===== src/rtl/zxuno_regbus_initiator_pkg.sv =====
// Shared definitions for the ZXUNO internal register bus initiator.
// Holds the Z80 I/O port addresses of the register-select and register-data
// ports, the register numbers of the standard configuration slaves, and the
// state encoding of the initiator FSM.
package zxuno_regbus_initiator_pkg;

   localparam logic [15:0] ZXUNO_ADDR_PORT = 16'hFC3B;
   localparam logic [15:0] ZXUNO_DATA_PORT = 16'hFD3B;

   // Register numbers of the configuration slaves on the bus
   localparam logic [7:0] REG_MASTERCONF   = 8'h00;
   localparam logic [7:0] REG_MASTERMAPPER = 8'h01;
   localparam logic [7:0] REG_FLASHSPI     = 8'h02;
   localparam logic [7:0] REG_FLASHCS      = 8'h03;
   localparam logic [7:0] REG_SCANCODE     = 8'h04;
   localparam logic [7:0] REG_KEYBSTAT     = 8'h05;
   localparam logic [7:0] REG_JOYCONF      = 8'h06;
   localparam logic [7:0] REG_KEYMAP       = 8'h07;
   localparam logic [7:0] REG_NMIEVENT     = 8'h08;
   localparam logic [7:0] REG_MOUSEDATA    = 8'h09;
   localparam logic [7:0] REG_MOUSESTATUS  = 8'h0A;
   localparam logic [7:0] REG_SCANDBLCTRL  = 8'h0B;
   localparam logic [7:0] REG_RASTERLINE   = 8'h0C;
   localparam logic [7:0] REG_RASTERCTRL   = 8'h0D;
   localparam logic [7:0] REG_COREID       = 8'hFF;

   // Registers below this number are write-protected while the lock is set
   localparam logic [7:0] REG_PROT_LIMIT   = 8'h10;

   typedef enum logic [1:0] {
      ST_IDLE     = 2'd0,
      ST_ACCESS   = 2'd1,
      ST_WAIT_END = 2'd2
   } state_t;

endpackage


===== src/rtl/zxuno_io_sync.sv =====
// Input stage of the register bus initiator: registers the Z80 bus signals
// once per clk (stage S1) and decodes the four access classes from the
// registered values.
// Ports:
//   clk, rst_n          clock, asynchronous active-low reset
//   a, iorq_n, rd_n,    raw CPU bus signals
//   wr_n, m1_n, cpu_dout
//   wsel, rsel          write/read of the register-select port (S1)
//   wdat, rdat          write/read of the register-data port (S1)
//   bus_idle            S1 sample shows IORQ released
//   cpu_dout_s1         CPU write data as seen in S1
module zxuno_io_sync
   import zxuno_regbus_initiator_pkg::*;
#(
   parameter logic [15:0] ADDRPORT = ZXUNO_ADDR_PORT,
   parameter logic [15:0] DATAPORT = ZXUNO_DATA_PORT
) (
   input  logic        clk,
   input  logic        rst_n,
   input  logic [15:0] a,
   input  logic        iorq_n,
   input  logic        rd_n,
   input  logic        wr_n,
   input  logic        m1_n,
   input  logic [7:0]  cpu_dout,
   output logic        wsel,
   output logic        rsel,
   output logic        wdat,
   output logic        rdat,
   output logic        bus_idle,
   output logic [7:0]  cpu_dout_s1
);

   logic [15:0] a_p1;
   logic [7:0]  cpu_dout_p1;
   logic        iorq_n_p1;
   logic        rd_n_p1;
   logic        wr_n_p1;
   logic        m1_n_p1;
   logic        vld_p1;
   logic        io_p1;

   // ---- S1: registered bus sample ----
   // Strobes clear to inactive on reset. vld_p1 marks that at least one real
   // sample has been taken since reset, so the reset value of iorq_n_p1 is
   // never mistaken for a released bus (which would let the FSM leave
   // WAIT_END in the middle of a CPU cycle that straddled the reset).
   always_ff @(posedge clk or negedge rst_n) begin
      if (!rst_n) begin
         iorq_n_p1 <= 1'b1;
         rd_n_p1   <= 1'b1;
         wr_n_p1   <= 1'b1;
         m1_n_p1   <= 1'b1;
         vld_p1    <= 1'b0;
      end else begin
         iorq_n_p1 <= iorq_n;
         rd_n_p1   <= rd_n;
         wr_n_p1   <= wr_n;
         m1_n_p1   <= m1_n;
         vld_p1    <= 1'b1;
      end
   end

   always_ff @(posedge clk) begin
      a_p1        <= a;
      cpu_dout_p1 <= cpu_dout;
   end

   // ---- S1 decode ----
   // m1_n low during IORQ is an interrupt acknowledge, never a port access
   assign io_p1       = vld_p1 & ~iorq_n_p1 & m1_n_p1;
   assign wsel        = io_p1 & (a_p1 == ADDRPORT) & ~wr_n_p1;
   assign rsel        = io_p1 & (a_p1 == ADDRPORT) & ~rd_n_p1;
   assign wdat        = io_p1 & (a_p1 == DATAPORT) & ~wr_n_p1;
   assign rdat        = io_p1 & (a_p1 == DATAPORT) & ~rd_n_p1;
   assign bus_idle    = vld_p1 & iorq_n_p1;
   assign cpu_dout_s1 = cpu_dout_p1;

endmodule


===== src/rtl/zxuno_regbus_initiator.sv =====
// Initiator side of the ZXUNO internal register bus. Decodes Z80 I/O cycles
// on the register-select and register-data ports, holds the selected
// register number, issues one read or write action per CPU I/O cycle to the
// register slaves, and returns slave data (or the select-port readback) to
// the CPU.
// Ports:
//   clk, rst_n            clock, asynchronous active-low reset
//   a, iorq_n, rd_n,      CPU bus inputs
//   wr_n, m1_n, cpu_dout
//   slv_dout, slv_oe_n    combined slave read data / output enable
//   cfg_lock              write protection for low register numbers
//   zxuno_addr            selected register number
//   zxuno_regrd           read in progress (level for the whole IORQ window)
//   zxuno_regwr           one-clk write strobe
//   dout, oe_n            data and drive enable back to the CPU
module zxuno_regbus_initiator
   import zxuno_regbus_initiator_pkg::*;
#(
   parameter logic [15:0] ADDRPORT   = ZXUNO_ADDR_PORT,
   parameter logic [15:0] DATAPORT   = ZXUNO_DATA_PORT,
   parameter logic [7:0]  PROT_LIMIT = REG_PROT_LIMIT
) (
   input  logic        clk,
   input  logic        rst_n,
   input  logic [15:0] a,
   input  logic        iorq_n,
   input  logic        rd_n,
   input  logic        wr_n,
   input  logic        m1_n,
   input  logic [7:0]  cpu_dout,
   input  logic [7:0]  slv_dout,
   input  logic        slv_oe_n,
   input  logic        cfg_lock,
   output logic [7:0]  zxuno_addr,
   output logic        zxuno_regrd,
   output logic        zxuno_regwr,
   output logic [7:0]  dout,
   output logic        oe_n
);

   logic       wsel;
   logic       rsel;
   logic       wdat;
   logic       rdat;
   logic       bus_idle;
   logic [7:0] cpu_dout_s1;

   state_t     state;
   state_t     state_nxt;
   logic [7:0] addr_nxt;
   logic       regrd_nxt;
   logic       regwr_nxt;
   logic       oe_n_nxt;
   logic       rd_sel;
   logic       rd_sel_nxt;
   logic [7:0] dout_nxt;

   zxuno_io_sync #(
      .ADDRPORT (ADDRPORT),
      .DATAPORT (DATAPORT)
   ) u_io_sync (
      .clk         (clk),
      .rst_n       (rst_n),
      .a           (a),
      .iorq_n      (iorq_n),
      .rd_n        (rd_n),
      .wr_n        (wr_n),
      .m1_n        (m1_n),
      .cpu_dout    (cpu_dout),
      .wsel        (wsel),
      .rsel        (rsel),
      .wdat        (wdat),
      .rdat        (rdat),
      .bus_idle    (bus_idle),
      .cpu_dout_s1 (cpu_dout_s1)
   );

   // ---- S2: FSM and bus outputs ----
   // Reset lands in WAIT_END so a CPU cycle already in progress when reset
   // is released has to end before any new access can be recognised.
   always_ff @(posedge clk or negedge rst_n) begin
      if (!rst_n) begin
         state       <= ST_WAIT_END;
         zxuno_addr  <= 8'h00;
         zxuno_regrd <= 1'b0;
         zxuno_regwr <= 1'b0;
         oe_n        <= 1'b1;
         rd_sel      <= 1'b0;
         dout        <= 8'h00;
      end else begin
         state       <= state_nxt;
         zxuno_addr  <= addr_nxt;
         zxuno_regrd <= regrd_nxt;
         zxuno_regwr <= regwr_nxt;
         oe_n        <= oe_n_nxt;
         rd_sel      <= rd_sel_nxt;
         dout        <= dout_nxt;
      end
   end

   always_comb begin
      state_nxt  = state;
      addr_nxt   = zxuno_addr;
      regrd_nxt  = zxuno_regrd;
      regwr_nxt  = 1'b0;
      oe_n_nxt   = oe_n;
      rd_sel_nxt = rd_sel;
      case (state)
         ST_IDLE: begin
            if (wsel | rsel | wdat | rdat) begin
               state_nxt = ST_ACCESS;
               if (wsel) begin
                  addr_nxt = cpu_dout_s1;
               end
               // A locked write to a protected register is dropped silently
               if (wdat && !(cfg_lock && (zxuno_addr < PROT_LIMIT))) begin
                  regwr_nxt = 1'b1;
               end
               if (rsel | rdat) begin
                  regrd_nxt  = rdat;
                  oe_n_nxt   = 1'b0;
                  rd_sel_nxt = rsel;
               end
            end
         end
         ST_ACCESS: begin
            state_nxt = ST_WAIT_END;
         end
         ST_WAIT_END: begin
            // Only the end of IORQ re-arms the FSM, so RD/WR glitches
            // inside one window cannot produce a second action
            if (bus_idle) begin
               state_nxt = ST_IDLE;
               regrd_nxt = 1'b0;
               oe_n_nxt  = 1'b1;
            end
         end
         default: begin
            state_nxt = ST_WAIT_END;
         end
      endcase
   end

   // Read data is refreshed every cycle of the read window; a register that
   // no slave claims reads back as FFh, like a floating Z80 data bus.
   always_comb begin
      dout_nxt = dout;
      if (!oe_n) begin
         if (rd_sel) begin
            dout_nxt = zxuno_addr;
         end else if (!slv_oe_n) begin
            dout_nxt = slv_dout;
         end else begin
            dout_nxt = 8'hFF;
         end
      end
   end

endmodule


===== config.mk =====
export PLATFORM = sky130hd
export DESIGN_NAME = zxuno_regbus_initiator
export DESIGN_NICKNAME = d
export VERILOG_FILES = /design/src/rtl/zxuno_regbus_initiator_pkg.sv /design/src/rtl/zxuno_io_sync.sv /design/src/rtl/zxuno_regbus_initiator.sv
export SDC_FILE = /design/constraint.sdc
export NUM_CORES = 1
export LEC_CHECK = 0
export ABC_CLOCK_PERIOD_IN_PS = 3700
export CAP_MARGIN = 20
export CORE_MARGIN = 5
export CORE_UTILIZATION = 30
export CTS_CLUSTER_SIZE = 14
export DETAILED_ROUTE_END_ITERATION = 10
export DONT_BUFFER_PORTS = 1
export PLACE_DENSITY_LB_ADDON = 0.12
export SLEW_MARGIN = 10
export SYNTH_ARGS = -nofsm -noshare
export SYNTH_HDL_FRONTEND = slang
export SYNTH_SLANG_ARGS = --single-unit

===== constraint.sdc =====
create_clock -name clk -period 3.7 [get_ports clk]
set_clock_uncertainty 0.1 [all_clocks]
set_input_delay 0.185 -clock clk [delete_from_list [all_inputs] [get_ports clk]]
set_output_delay 0.185 -clock clk [all_outputs]
set_load 0.01 [all_outputs]

==> flow_summary.ini, run 1 <==
[timing]
fin_setup_tns_ns = 0
maxSlewViolCount = 0
fmax_mhz = 551
fin_crit_ns = 1.81
rsz0062_at_grt = no
finalHoldViolations = 0
setup_violations = 0
period_share = 0.490

[logic_synthesis]
ys_seq_area_frac = 0.720
yosys.area.top_type = dfrtp_1
synth_fp_nets = 152
syn-instance-count = 112
ys_ff_latch = 51
synth.top_cell.area_share = 0.325
synth_area_um2 = 1620
synthTopCellsByArea = dfrtp_1 33%, dfxtp_1 30%, dfstp_2 9.8%, mux2_2 4.9%, o21ai_0 2.8%
yosys_warnings = 0
syn_avg_cell_area_um2 = 14.4
ys_types = 32

[cts]
cts_root_buf = clkbuf_8
clk_path_buf_depth = 2
cts_tree = yes
cts_sinks = 51
h-tree-depth = 2
clk_pin_slew_ns = 0.09
numCtsBuffers = 5
clock_latency_ns = 0.31

[final_layout]
synthToLayoutAreaGrowth_pct = 32.1
layout_commonest_cell = dlygate4sd3_1
antennaDiodeCount = 0
n_fill_cell = 490
drive_gt1_frac = 0.191
final_cell_area_um2 = 2130
final_cell_mix = 33 x dlygate4sd3_1, 24 x dfxtp_1, 21 x dfrtp_1, 11 x nand2_1, 9 x o21ai_0
nets = 191

[floorplan]
rows = 26
die_w_um = 83.4
die_h_um = 83.4
num_io_pins = 59
core-area_um2 = 5170
die_area_um2 = 6950
initial_core_util = 0.312

[grt]
grt_max_degree = 28
grtUsageTotal = 0.100
antenna_found_initial = 0
grt_pass1_vias = 1028
grt_pass1_wl_um = 5330
grt-ovfl-total = 0

[worst_hold_path]
whs_path_depth = 2
hold_path_end = dout[3]$_DFFE_PN0N_
holdCritPathClass = in2reg
worstHoldStart = slv_dout[3]

[placement]
dp_hpwl_um = 2460
io_buffers = 0
gp_congestion = 0.699
placed_cell_area_um2 = 1700

[worst_setup_path]
worstPathArrival_ns = 1.90
required_ns = 3.79
cp_max_fo = 3
crit-reg2reg-launch = u_io_sync.m1_n_p1$_DFF_PN1_
worst-r2r-cell-count = 4
r2r-end = zxuno_regrd$_DFFE_PN0P_
end_kind = flop
startpoint_type = flop
reg2reg_slack_ns = 1.89
crit_type = reg2reg

[detailed_routing]
drc = 0
wl_um = 3340
drt_first_iter_violations = 59
final_antenna_net_count = 0
drt-wirelength-per-cell_um = 15.0
drtPass1Iterations = 4
vias = 970
via_per_inst = 4.37

[run_status]
outcome = completed

[job]
cap_violations = 0

[pwr]
peakVddDrop_mv = 0.133
p_leak_uw = 0.000894
p_per_area_nw_per_um2 = 444
cells by family (layout without fill, tap and decap cells):
family	count (synthesis)	after routing	share of synthesized area
AO/OA/AOI/OAI	20	20	0.0728
buffers and inverters	4	44	0.00929
flip-flops	51	51	0.720
multiplexers	10	10	0.0713
other	1	1	0.00232
AND/OR/NAND/NOR	26	26	0.124
layout make-up:
type                    instances  area (µm²)  share of cell area
clock buffers                   5        68.8              0.0323
clock inverters                 3        18.8             0.00880
inverters                       2        7.51             0.00352
multi-input cells              57         437               0.205
flip-flops and latches         51        1160               0.545
well taps                      70        87.6              0.0411
repair buffers                 34         350               0.164
state kept, by name, summed over array words and instances, names as in the netlist, 2 cells and up:
| register | flops |
|---|---|
| dout | 8 |
| state | 2 |
| u_io_sync.a_p1 | 16 |
| u_io_sync.cpu_dout_s1 | 8 |
| zxuno_addr | 8 |
metal layers:
layer / track usage / up-vias / routed length (µm) / share of wire
li1: - / 473 / - / -
met1: 0.121 / 457 / 1440 / 0.43
met2: 0.149 / 36 / 1570 / 0.47
met3: 0.0535 / 4 / 289 / 0.087
met4: 0.0401 / 0 / 34 / 0.010
met5: 0 / - / 0 / 0
worst max-delay path, cell delays in order, from the launching register on:
cell      delay, ns
dfstp_2        0.55
nand4b_4       0.10
nor4b_4        0.36
nand4b_2       0.23
mux2_1         0.36
report_power, final:
part | internal [µW] | leakage, µW | total [µW] | switching [µW]
clock network | 133 | 0.0000483 | 311 | 178
logic | 31.4 | 0.000319 | 47.2 | 15.8
registers | 576 | 0.000527 | 589 | 12.7
stage by stage:
step                utilization  setup slack (ns)  power, µW  hold slack (ns)  instances
floorplan                     -              2.02        608           -0.211        112
global placement          0.328              1.91        612           -0.210        180
detailed placement        0.328              1.88        613           -0.210        180
CTS                       0.412              1.88        963        0.0000859        222
global route              0.412              1.82        995          0.00528        222
finish                    0.412              1.89        947          0.00714        222
synth_stat cells:
| cell | number |
|---|---|
| nor4_1 | 1 |
| inv_1 | 1 |
| nor4b_4 | 1 |
| mux2i_1 | 1 |
| a32o_1 | 1 |
| dfrtp_1 | 21 |
| a21oi_1 | 1 |
| nand4b_1 | 1 |
| nand3_1 | 1 |
| or2_2 | 1 |
| or3_1 | 1 |
| nor4bb_1 | 1 |
| a21o_1 | 1 |
| nor2_1 | 2 |
| o21ai_0 | 9 |
| nand4_4 | 1 |
| a31oi_1 | 1 |
| mux2_1 | 1 |
| clkinv_1 | 1 |
| nor2b_1 | 1 |
| nand4b_2 | 1 |
| mux2_2 | 7 |
| nor4_2 | 1 |
| nand4b_4 | 1 |
| o22ai_1 | 7 |
| nand4_1 | 1 |
| mux2_4 | 1 |
| dfxtp_1 | 24 |
| nand2_1 | 11 |
| conb_1 | 1 |
| clkbuf_1 | 2 |
| dfstp_2 | 6 |
timing repair:
action,4_1_cts,5_1_grt
buffers inserted,0,0
endpoints found under the hold margin,59,0
gates resized for setup,0,0
hold buffers,34,0
how the worst max path moves through the flow:
| stage | startpoint | end | slack [ns] | depth (start not counted) |
|---|---|---|---|---|
| after floorplan | u_io_sync.m1_n_p1$_DFF_PN1_ | zxuno_addr[6]$_DFFE_PN0P_ | 2.02 | 4 |
| after global placement | u_io_sync.m1_n_p1$_DFF_PN1_ | zxuno_regrd$_DFFE_PN0P_ | 1.91 | 4 |
| after detailed placement | u_io_sync.m1_n_p1$_DFF_PN1_ | zxuno_addr[6]$_DFFE_PN0P_ | 1.88 | 4 |
| after CTS | u_io_sync.m1_n_p1$_DFF_PN1_ | zxuno_regrd$_DFFE_PN0P_ | 1.88 | 4 |
| after global routing | u_io_sync.m1_n_p1$_DFF_PN1_ | zxuno_addr[6]$_DFFE_PN0P_ | 1.82 | 4 |
| final | u_io_sync.m1_n_p1$_DFF_PN1_ | zxuno_regrd$_DFFE_PN0P_ | 1.89 | 4 |
Note: power is estimated with default switching activity, not from simulation.
==> inputs of run 2 (changes only) <==
Settings changed: ABC_CLOCK_PERIOD_IN_PS 3700 to 1600.
Clock period 3.7 ns to 1.6 ns, I/O delays scaled along.
==> flow_summary.ini, run 2 (synthesis gave the netlist of run 1 again) <==
[floorplan]
initial_core_util = 0.312
die_w_um = 83.4
core-area_um2 = 5170
rows = 26
die_h_um = 83.4
die_area_um2 = 6950
num_io_pins = 59

[worst_setup_path]
crit_type = reg2reg
end_kind = flop
cp_slowest_cell = dfstp_2
crit_chain = nand4b_4, nor4b_4, buf_4, nand4b_4, mux2_4
required_ns = 1.68
slowest_delay_ns = 0.55
startpoint_type = flop
cp_max_fo = 2
worstPathArrival_ns = 1.85
worst-path-buf-inv = 1
crit_top_cell = nand4b_4
critPathTopFamily = flip-flops

[final_layout]
drive_gt1_frac = 0.215
final_cell_mix = 39 x dlygate4sd3_1, 24 x dfxtp_1, 21 x dfrtp_1, 11 x nand2_1, 9 x o21ai_0
antennaDiodeCount = 0
multi_input_area_um2 = 449
fin_cells = 233
n_fill_cell = 477
top_register = u_io_sync.a_p1
largest_register_ff_count = 16
synthToLayoutAreaGrowth_pct = 39.2
seq_area_um2 = 1160
layout_commonest_cell = dlygate4sd3_1
nets = 202

[pwr]
peakVddDrop_mv = 0.379
pwr-share-seq = 0.619
comb_power_share = 0.058
p_int_uw = 1720
swShare = 0.217
p_total_uw = 2200
p_switching_uw = 476
clkPwrFrac = 0.323
p_per_area_nw_per_um2 = 978
p_leak_uw = 0.000944

[grt]
grt-ovfl-total = 0
met1_usage = 0.124
use_met3 = 0.0485
grt_pass1_vias = 1067
grt_max_degree = 28
busiest_layer = met2
grt_pass1_wl_um = 5520
met2_usage = 0.155
grtUsageTotal = 0.102
antenna_found_initial = 0

[timing]
setup_violations = 12
layout_setup_ws_ns = -0.173
fin_crit_ns = 1.77
rsz0062_at_grt = yes
fmax_mhz = 564
finalHoldViolations = 0
maxSlewViolCount = 0
period_share = 1.11

[run_status]
violations = negative setup slack
outcome = complete, but fails checks

[cts]
h-tree-depth = 2
cts_tree = yes
cts_root_buf = clkbuf_8
clk_path_buf_depth = 2
clk_pin_slew_ns = 0.09
numCtsBuffers = 5
clock_latency_ns = 0.29
cts_sinks = 51

[detailed_routing]
drt_first_iter_violations = 52
vias = 1016
final_antenna_net_count = 0
drt-wirelength-per-cell_um = 14.7
drc = 0
via_per_inst = 4.36
drtPass1Iterations = 4
wl_um = 3430

[placement]
io_buffers = 0
gp_congestion = 0.727
dp.cells = 184
dp_hpwl_um = 2450

[job]
cap_violations = 0

[worst_hold_path]
holdCritPathClass = in2reg
-- run 2: final timing paths --
path / end / startpoint / slack, ns / cells after the start
max: zxuno_regrd$_DFFE_PN0P_ / u_io_sync.m1_n_p1$_DFF_PN1_ / -0.17 / 5
min: dout[3]$_DFFE_PN0N_ / slv_oe_n / 0.10 / 3
max reg2reg: zxuno_regrd$_DFFE_PN0P_ / u_io_sync.m1_n_p1$_DFF_PN1_ / -0.17 / 5
min reg2reg: zxuno_addr[1]$_DFFE_PN0P_ / u_io_sync.cpu_dout_s1[1]$_DFF_P_ / 0.37 / 1
max in group asynchronous: oe_n$_DFFE_PN1P_ / rst_n / 1.04 / 2
min in group asynchronous: dout[7]$_DFFE_PN0N_ / rst_n / 0.12 / 2
-- run 2: power by group through the flow --
stage               logic (µW)  registers, µW  clock network [µW]
finish                     127           1360                 711
CTS                        129           1360                 742
floorplan                 23.4           1380                   0
detailed placement        32.0           1390                   0
global placement          31.3           1390                   0
global route               139           1370                 798
-- run 2: metrics by stage --
step / util / setup slack, ns / setup TNS (ns) / area, µm² / hold slack, ns
after floorplan: - / -0.0849 / -0.586 / 1620 / -0.316
after global placement: 0.334 / -0.162 / -1.39 / 1730 / -0.315
after detailed placement: 0.334 / -0.201 / -1.89 / 1730 / -0.315
after CTS: 0.435 / -0.189 / -1.45 / 2250 / 0.0932
after global routing: 0.435 / -0.244 / -2.33 / 2250 / 0.113
final: 0.435 / -0.173 / -1.25 / 2250 / 0.105
-- run 2: area by class of cell --
| type | count | area share |
|---|---|---|
| Inverter | 2 | 0.00334 |
| Tap cell | 70 | 0.0390 |
| Sequential cell | 51 | 0.518 |
| Multi-Input combinational cell | 57 | 0.200 |
| Timing Repair Buffer | 45 | 0.201 |
| Clock buffer | 5 | 0.0306 |
| Clock inverter | 3 | 0.00890 |
-- run 2: repair_timing --
action                                  4_1_cts  5_1_grt
hold buffers                                 40        0
resized for setup                             3        0
endpoints found under the setup margin       12       12
pin swaps                                     1        0
setup buffers                                 1        0
hold endpoints to repair                     64        0
-- run 2: worst min-delay path, cell delays in order --
cell	delay [ns]
or2_2	0.16
o22ai_1	0.10
o21ai_0	0.13
-- run 2: per-layer routing --
layer | part of all wire | vias to the layer above
met4 | 0.016 | 0
met1 | 0.43 | 484
li1 | - | 495
met3 | 0.079 | 5
met2 | 0.47 | 32
met5 | 0 | -
==> inputs of run 3 (changes only) <==
Settings changed: CTS_BUF_LIST set to sky130_fd_sc_hd__clkbuf_16.
==> flow_summary.ini, run 3 (synthesis gave the netlist of run 1 again) <==
[cts]
clock_latency_ns = 0.28
cts_tree = yes
cts_root_buf = clkbuf_16
clk_path_buf_depth = 2
numCtsBuffers = 5
cts_sinks = 51
clk_pin_slew_ns = 0.06
h-tree-depth = 2

[worst_setup_path]
crit_type = reg2reg
crit_top_cell = nand4b_4
slowest_delay_ns = 0.54
crit_chain = nand4b_4, nor4b_4, buf_4, nand4b_4, mux2_4
required_ns = 1.66
worstPathArrival_ns = 1.83
startpoint_type = flop
cp_slowest_cell = dfstp_2
cp_max_fo = 2
end_kind = flop

[final_layout]
final_cell_mix = 37 x dlygate4sd3_1, 24 x dfxtp_1, 21 x dfrtp_1, 11 x nand2_1, 9 x o21ai_0
nets = 200
top_register = u_io_sync.a_p1
drive_gt1_frac = 0.217
fin_util = 0.442
synthToLayoutAreaGrowth_pct = 41.4
layout_commonest_cell = dlygate4sd3_1
antennaDiodeCount = 0
largest_register_ff_count = 16

[timing]
whs_ns = 0.0108
layout_setup_ws_ns = -0.165
period_share = 1.10
fmax_mhz = 567
fin_crit_ns = 1.76
maxSlewViolCount = 0
finalHoldViolations = 0
setup_violations = 12
rsz0062_at_grt = yes

[placement]
io_buffers = 0
gp_congestion = 0.727
dp_hpwl_um = 2450

[detailed_routing]
via_per_inst = 4.32
vias = 997
drt_first_iter_violations = 59
final_antenna_net_count = 0
drt-wirelength-per-cell_um = 14.8
drc = 0
wl_um = 3430
drtPass1Iterations = 3

[floorplan]
initial_core_util = 0.312
die_h_um = 83.4
die_w_um = 83.4
num_io_pins = 59
rows = 26
die_area_um2 = 6950
core-area_um2 = 5170

[grt]
antenna_found_initial = 0
grtUsageTotal = 0.102
grt_pass1_vias = 1061
grt_pass1_wl_um = 5480
grt-ovfl-total = 0
grt_max_degree = 28

[pwr]
p_leak_uw = 0.000962
p_per_area_nw_per_um2 = 1090
peakVddDrop_mv = 0.506

[job]
cap_violations = 0

[run_status]
violations = negative setup slack
outcome = complete, but fails checks

[worst_hold_path]
holdCritPathClass = in2reg
## run 3: layout make-up
class                   instances  area [µm²]
multi-input cells              57         449
fillers                       474        2890
clock inverters                 3        20.0
repair buffers                 43         432
well taps                      70        87.6
flip-flops and latches         51        1160
clock buffers                   5         125
inverters                       2        7.51
## run 3: metrics by stage
| stage | TNS, ns | cell area [µm²] | std cells | total power (µW) | setup slack (ns) |
|---|---|---|---|---|---|
| 3_5_place_dp | -1.89 | 1730 | 184 | 1420 | -0.201 |
| 6_report | -1.17 | 2280 | 231 | 2500 | -0.165 |
| 2_1_floorplan | -0.586 | 1620 | 112 | 1410 | -0.0849 |
| 4_1_cts | -1.47 | 2280 | 231 | 2540 | -0.186 |
| 3_3_place_gp | -1.39 | 1730 | 184 | 1420 | -0.162 |
| 5_1_grt | -2.31 | 2280 | 231 | 2600 | -0.240 |
## run 3: path summary, 6_finish.rpt
kind	startpoint	end	slack [ns]	cells after the start
worst max-delay path	u_io_sync.m1_n_p1$_DFF_PN1_	zxuno_regrd$_DFFE_PN0P_	-0.16	5
worst min-delay path	slv_dout[6]	dout[6]$_DFFE_PN0N_	0.01	3
worst max register to register	u_io_sync.m1_n_p1$_DFF_PN1_	zxuno_regrd$_DFFE_PN0P_	-0.16	5
worst min register to register	u_io_sync.cpu_dout_s1[1]$_DFF_P_	zxuno_addr[1]$_DFFE_PN0P_	0.36	1
max in group asynchronous	rst_n	oe_n$_DFFE_PN1P_	1.02	2
min in group asynchronous	rst_n	dout[7]$_DFFE_PN0N_	0.14	2
## run 3: repair_timing
action / in CTS / in global routing
hold endpoints to repair: 63 / 0
cloned: 0 / 0
buffers inserted: 1 / 0
pin swaps: 1 / 0
endpoints found under the setup margin: 12 / 12
resized for setup: 3 / 0
hold buffers: 38 / 0
## run 3: where the power goes
| part | total (µW) | internal, µW | switching (µW) |
|---|---|---|---|
| combinational | 123 | 82.8 | 40.5 |
| sequential | 1360 | 1330 | 28.6 |
| clock | 1020 | 576 | 439 |
## run 3: routing by layer
layer	vias to the layer above	GRT usage	part of all wire
li1	491	-	-
met1	472	0.120	0.44
met2	29	0.156	0.47
met3	5	0.0505	0.078
met4	0	0.0446	0.015
met5	-	0	0
## run 3: critical path, delay by kind of cell (launching register included)
kind                   cells  cell delay [ns]
muxes                      1             0.31
and+or+nand+nor            3             0.52
buffers and inverters      1             0.19
DFF                        1             0.54
